## config.mk

```make
export PLATFORM = sky130hd
export DESIGN_NAME = reg_file_sb
export DESIGN_NICKNAME = d
export VERILOG_FILES = /design/src/rtl/reg_file_sb.sv
export SDC_FILE = /design/constraint.sdc
export NUM_CORES = 2
export LEC_CHECK = 0
export CAP_MARGIN = 10
export CORE_MARGIN = 2
export CORE_UTILIZATION = 36
export DETAILED_ROUTE_END_ITERATION = 7
export PLACE_DENSITY = 0.57
export SYNTH_ARGS = -nofsm -noshare
export SYNTH_HDL_FRONTEND = slang
export SYNTH_SLANG_ARGS = --single-unit
```

## constraint.sdc

```tcl
create_clock -name clk -period 2.52 [get_ports clk]
set_clock_uncertainty 0.05 [all_clocks]
set_input_delay 0.378 -clock clk [delete_from_list [all_inputs] [get_ports clk]]
set_output_delay 0.378 -clock clk [all_outputs]
set_load 0.05 [all_outputs]
```

## src/rtl/reg_file_sb.sv

```systemverilog
// Register file with two bypassed read ports, one write port, a raw debug tap,
// and per-register pending-write counters for RAW hazard detection.
module reg_file_sb #(
  parameter int XLEN = 32,
  parameter int AW   = 5,
  parameter int CW   = 2
) (
  input  logic            clk,
  input  logic            reset,
  input  logic [AW-1:0]   rs1_addr,
  input  logic [AW-1:0]   rs2_addr,
  input  logic            rs1_used,
  input  logic            rs2_used,
  output logic [XLEN-1:0] rd1_data,
  output logic [XLEN-1:0] rd2_data,
  output logic            rs1_busy,
  output logic            rs2_busy,
  output logic            stall,
  input  logic            iss_valid,
  input  logic [AW-1:0]   iss_rd,
  output logic            iss_ready,
  input  logic            wb_en,
  input  logic [AW-1:0]   wb_addr,
  input  logic [XLEN-1:0] wb_data,
  input  logic [AW-1:0]   dbg_addr,
  output logic [XLEN-1:0] dbg_data
);

  localparam int NREG = 1 << AW;
  localparam logic [CW-1:0] CNT_MAX = '1;
  localparam logic [CW-1:0] CNT_ONE = CW'(1);

  logic [XLEN-1:0] regs [NREG];
  logic [CW-1:0]   cnt  [NREG];

  logic wb_we;
  logic iss_acc;
  logic wb_clr;

  assign wb_we     = wb_en && (wb_addr != '0);
  assign iss_ready = !((cnt[iss_rd] == CNT_MAX) && !(wb_en && (wb_addr == iss_rd)));
  assign iss_acc   = iss_valid && iss_ready && (iss_rd != '0);
  assign wb_clr    = wb_we && (cnt[wb_addr] != '0);

  // x0 wins over bypass so a write-back aimed at x0 never leaks onto a read port.
  always_comb begin
    rd1_data = '0;
    if (rs1_addr != '0) begin
      if (wb_en && (wb_addr == rs1_addr)) rd1_data = wb_data;
      else                                rd1_data = regs[rs1_addr];
    end
  end

  always_comb begin
    rd2_data = '0;
    if (rs2_addr != '0) begin
      if (wb_en && (wb_addr == rs2_addr)) rd2_data = wb_data;
      else                                rd2_data = regs[rs2_addr];
    end
  end

  // The last outstanding write is resolved this cycle by the bypass, so it no longer blocks.
  assign rs1_busy = (rs1_addr != '0) && (cnt[rs1_addr] != '0) &&
                    !(wb_en && (wb_addr == rs1_addr) && (cnt[rs1_addr] == CNT_ONE));
  assign rs2_busy = (rs2_addr != '0) && (cnt[rs2_addr] != '0) &&
                    !(wb_en && (wb_addr == rs2_addr) && (cnt[rs2_addr] == CNT_ONE));

  assign stall    = (rs1_used && rs1_busy) || (rs2_used && rs2_busy);
  assign dbg_data = regs[dbg_addr];

  // NOTE: the whole array is reset because the architecture requires every register
  // to read 0 after reset; sequential state uses non-blocking assignments only.
  always_ff @(posedge clk or negedge reset) begin
    if (!reset) begin
      for (int r = 0; r < NREG; r++) begin
        regs[r] <= '0;
        cnt[r]  <= '0;
      end
    end else begin
      for (int r = 0; r < NREG; r++) begin
        if (wb_we && (wb_addr == AW'(r))) regs[r] <= wb_data;
        if ((iss_acc && (iss_rd == AW'(r))) && !(wb_clr && (wb_addr == AW'(r))))
          cnt[r] <= cnt[r] + CNT_ONE;
        else if ((wb_clr && (wb_addr == AW'(r))) && !(iss_acc && (iss_rd == AW'(r))))
          cnt[r] <= cnt[r] - CNT_ONE;
      end
    end
  end

endmodule

```

Word level (Yosys, flattened, before mapping)

Cells that the tools add are included.

Bits in registers: 1088
Logic and storage cells: 581
Output and inout port bits: 100

$add $sub $neg: 64
Magnitude comparators: 5
Muxes and demuxes: 89
Bitwise gates (word level): 5
Reductions and logical operators: 286
Equal/unequal tests: 68

Operators with widths:

| cell                                                     | count |
|---|---|
| binary-select mux 32 bit (select 5 bit)                  | 3 |
| two-way mux 32 bit                                       | 10 |
| logical AND 1 bit                                        | 176 |
| equality test 5 bit, second input constant               | 32 |
| two-way mux 2 bit                                        | 72 |
| equality test 5 x 4 -> 1 bit, second input constant      | 16 |
| nonzero test 2 bit                                       | 35 |
| logical NOT 1 bit                                        | 68 |
| adder 2 x 1 -> 2 bit, second input constant              | 32 |
| subtractor 2 x 1 -> 2 bit, second input constant         | 32 |
| binary-select mux 2 bit (select 5 bit)                   | 4 |
| equality test 5 x 3 -> 1 bit, second input constant      | 8 |
| greater-or-equal comparator 6 bit, second input constant | 5 |
| inverter 5 -> 6 bit                                      | 5 |
| equality test 5 x 2 -> 1 bit, second input constant      | 4 |
| nonzero test 5 bit                                       | 4 |
| equality test 5 bit                                      | 3 |
| equality test 5 x 1 -> 1 bit, second input constant      | 2 |
| logical NOT 5 bit                                        | 2 |
| equality test 2 x 1 -> 1 bit, second input constant      | 2 |
| equality test 2 bit, second input constant               | 1 |
| logical OR 1 bit                                         | 1 |

Logic depth before layout (Yosys ltp)

Word-level depth: 14
Depth in mapped cells: 13
Gate-level depth less buffers: 10

Worst setup path before layout

Ideal clock, no wire load.

Path type: input-to-output
Start: input rs2_addr[0]
End: output stall
Stages on the path: 10
Slack: -0.457 ns
Arrival: 2.549 ns
Cell sequence: buf_2 buf_6 buf_2 buf_4 mux2i_1 nand3_1 nand4_1 nand4_1 a221o_1 a22o_1

Cells in the longest elaborated chain, start to end: 10
Elaborated cells between the ends (all ways): 15

RTL lines:

| element                                              | line   | RTL |
|---|---|---|
| from (decl)                                          | 11     | `input logic [AW-1:0] rs2_addr,` |
| inverter 5 -> 6 bit (not written as such)            | 65, 66 |  |
| binary-select mux 2 bit (select 5 bit)               | 65, 66 |  |
| two-way mux 2 bit (not written as such) (2 in a row) | 65, 66 |  |
| equality test 2 x 1 -> 1 bit                         | 66     | `!(wb_en && (wb_addr == rs2_addr) && (cnt[rs2_addr] == CNT_ONE));` |
| logical AND 1 bit                                    | 66     |  |
| logical NOT 1 bit                                    | 66     |  |
| logical AND 1 bit (*)                                | 65     | `assign rs2_busy = (rs2_addr != '0) && (cnt[rs2_addr] != '0) &&` |
| net rs2_busy                                         | 17     | `output logic rs2_busy,` |
| logical AND 1 bit (*)                                | 68     | `assign stall = (rs1_used && rs1_busy) \|\| (rs2_used && rs2_busy);` |
| logical OR 1 bit (*)                                 | 68     |  |
| to (decl)                                            | 18     | `output logic stall,` |

The timed path passes the listed nets; every way through them passes the cells marked *. The select of a mux whose other input is x is not followed.

Worst setup path after layout

Start: register regs[868] (netlist bit)
End: output rd1_data[4]

Cells in the longest elaborated chain, start to end: 5

RTL lines:

| element                                               | line | RTL |
|---|---|---|
| from (decl)                                           | 33   | `logic [XLEN-1:0] regs [NREG];` |
| from (signal, indexed assignment)                     | 81   | `if (wb_we && (wb_addr == AW'(r))) regs[r] <= wb_data;` |
| binary-select mux 32 bit (select 5 bit)               | 50   | `else rd1_data = regs[rs1_addr];` |
| two-way mux 32 bit (not written as such) (2 in a row) | 50   |  |
| two-way mux 32 bit                                    | 49   | `if (wb_en && (wb_addr == rs1_addr)) rd1_data = wb_data;` |
| two-way mux 32 bit                                    | 48   | `if (rs1_addr != '0) begin` |
| to (decl)                                             | 14   | `output logic [XLEN-1:0] rd1_data,` |

Every way passes these cells. The select of a mux whose other input is x is not followed.

==> run_results.csv <==
group,metric,value,unit
timing,rsz0062_at_grt,"yes",
timing,setup_viol,129,
global_routing,grt_pass1_vias,48400,
timing,finalMaxSlewViolations,0,
yosys,postSynthCellCount,4377,
timing,tightestPinTransition,0.891,ns
cts,clock-sinks,1088,
hold_path,hp-class,"in2async",
final_layout,antennaDiodeCount,0,
yosys,synth_nets,4471,
yosys,ys_types,49,
pwr,power_density,768,nW/um2
setup_path,critPathLaunchType,"register",
final_layout,drive_gt1_share,68.0,%
final_layout,syn2layout_area_growth,29.1,%
global_routing,gr-usage-all-layers,25.4,%
timing,finalWorstSetupSlack,-0.874,ns
setup_path,worstPathMaxFanout,4,
placement,numPlacedInstances,7208,
timing,fmax,0.295,GHz
cts,ctsLongestPathBuffers,3,
final_layout,final_cells,7559,
timing,slew_headroom,40.4,%
floorplan,core_area,187000,um2
placement,io_buffers,162,
routing,ant_nets,0,
routing,remaining_drc_errors,0,
yosys,seq_area_frac_synth,40.2,%
yosys,ys_ff_latch,1088,
timing,period_minus_slack,3.39,ns
yosys,synth_edf_count,0,
timing,finalCritPeriodShare,135,%
setup_path,end_kind,"output pin",
floorplan,die_x,438,um
flow_run,cap_violations,0,
timing,hold_viol_final,0,
run_status,violations,"negative setup slack",
setup_path,path_class,"reg2out",
global_routing,grt_pass1_wl,354000,um
setup_path,r2r_slack,-0.20,ns
routing,wl_per_cell,32.1,um
cts,clk_latency,0.80,ns
placement,hpwl,166000,um
run_status,outcome,"complete, but fails checks",
yosys,synth_warnings,0,
setup_path,required,2.09,ns
global_routing,antenna_found_initial,0,
yosys,netlist_area,67700,um2
final_layout,final_cell_mix,"dfrtp_1 (1061), mux4_2 (968), mux2_2 (965)",
yosys,synthFlopType,"dfrtp_1",
final_layout,post-route-util,46.7,%
cts,htreeDepth,4,
placement,gp_congestion,0.889,
routing,via_per_inst,6.13,
routing,dr.pass1.iters,7,
final_layout,final_common_cell,"dfrtp_1",
floorplan,num_io_pins,163,
global_routing,grt_max_degree,81,
floorplan,die_y,438,um
yosys,avgSynthCellArea,15.5,um2
routing,wl,243000,um
cts,cts_tree,"done",
routing,vias,46300,
pwr,peakVddDrop,0.000720,V
floorplan,start_util,36.1,%
routing,drt_iter0_markers,4420,
final_layout,n_fill_cell,16000,
timing,whs,0.190,ns
setup_path,critPathArrivalTime,2.97,ns
cts,clk_pin_slew,0.06,ns
floorplan,placementRows,159,
cts,numCtsBuffers,131,
timing,setup_tns,-64.60,ns
global_routing,grt_overflow,0,
final_layout,nNetsFinal,5052,
floorplan,die_area,192000,um2
cts,clock-root-buffer,"clkbuf_16",
pwr,leakage,36.6,nW
yosys,async_flop_share,100,%
state kept, by name (all words and copies together), names as in the netlist:
signal and cells:
regs 1024, cnt 64
power by group:
part	switching, mW	internal (mW)	total [mW]
Sequential	3.57	21.1	24.7
Combinational	9.30	13.0	22.3
Clock	8.33	11.8	20.2
final timing paths:
check,startpoint,end,cells after the start
max,regs[868]$_DFFE_PN0P_,rd1_data[4],5
min,reset,regs[942]$_DFFE_PN0P_,3
max reg2reg,cnt[23]$_DFFE_PN0P_,cnt[3]$_DFFE_PN0P_,14
min reg2reg,regs[1007]$_DFFE_PN0P_,regs[1007]$_DFFE_PN0P_,0
max in group asynchronous,reset,regs[302]$_DFFE_PN0P_,3
min in group clk,regs[1007]$_DFFE_PN0P_,regs[1007]$_DFFE_PN0P_,0
through the flow:
step | setup WS [ns] | total power, mW | instance area, um2
2_1_floorplan | -0.101 | 37.4 | 69200
3_3_place_gp | -0.929 | 44.9 | 80200
3_5_place_dp | -0.940 | 45.3 | 80200
4_1_cts | -0.880 | 66.8 | 86300
5_1_grt | -0.878 | 69.9 | 87500
6_report | -0.874 | 67.2 | 87500
worst max-delay path, stage by stage, from the launching register on:
cell and delay, ns:
dfrtp_1 0.44, mux4_2 0.47, mux4_2 0.51, a22oi_2 0.48, nand2_4 0.09, buf_12 0.17
area by class of cell:
type / count / area, um2 / area share, %
clock buffers: 177 / 3680 / 4.21
clock inverters: 62 / 853 / 0.976
inverters: 2 / 7.51 / 0.00858
multi-input cells: 2765 / 40300 / 46.1
flip-flops and latches: 1088 / 27300 / 31.2
well taps: 2495 / 3120 / 3.57
repair buffers: 970 / 12200 / 14.0
what timing repair did:
action / CTS / global route
pin swaps: 89 / 105
endpoints found under the hold margin: 332 / 0
cloned: 4 / 0
endpoints found under the setup margin: 119 / 144
hold buffers: 2 / 0
resized for setup: 198 / 204
setup buffers: 71 / 44
cell usage after synthesis (7+ instances only):
master | count | area share (%)
a21oi_1 | 11 | 0.081
a22oi_1 | 70 | 0.78
and2_1 | 8 | 0.074
buf_1 | 30 | 0.17
buf_2 | 186 | 1.4
buf_4 | 15 | 0.17
clkbuf_1 | 285 | 1.6
dfrtp_1 | 1088 | 40
ha_1 | 31 | 0.57
mux2_1 | 27 | 0.45
mux2_2 | 998 | 17
mux2i_1 | 61 | 0.90
mux4_2 | 968 | 32
nand2_1 | 208 | 1.2
nand2b_1 | 7 | 0.065
nand3_1 | 35 | 0.26
nor2_1 | 81 | 0.45
nor2b_1 | 18 | 0.17
nor3_1 | 20 | 0.15
nor3_2 | 9 | 0.13
o21ai_0 | 41 | 0.30
o22ai_1 | 16 | 0.15
xnor2_1 | 34 | 0.44
xor2_1 | 74 | 0.96
cell families (layout without fill, tap and decap cells):
family	count (synthesis)	in the layout	synth area share (%)
buffers and inverters	524	1211	3.40
AOI/OAI and AO/OA	158	158	1.54
and+or+nand+nor	414	414	2.76
adders and majority gates	31	31	0.573
xor gates and xnor gates	108	108	1.40
muxes	2054	2054	50.1
DFF	1088	1088	40.2
metal layers:
metal,part of all wire [%],GRT usage [%],vias up
li1,-,-,18600
met1,42,35.2,25400
met2,48,40.5,1914
met3,6.1,3.93,461
met4,4.2,9.87,0
met5,0,0,-
No activity file was read; power rests on OpenSTA's default activity.
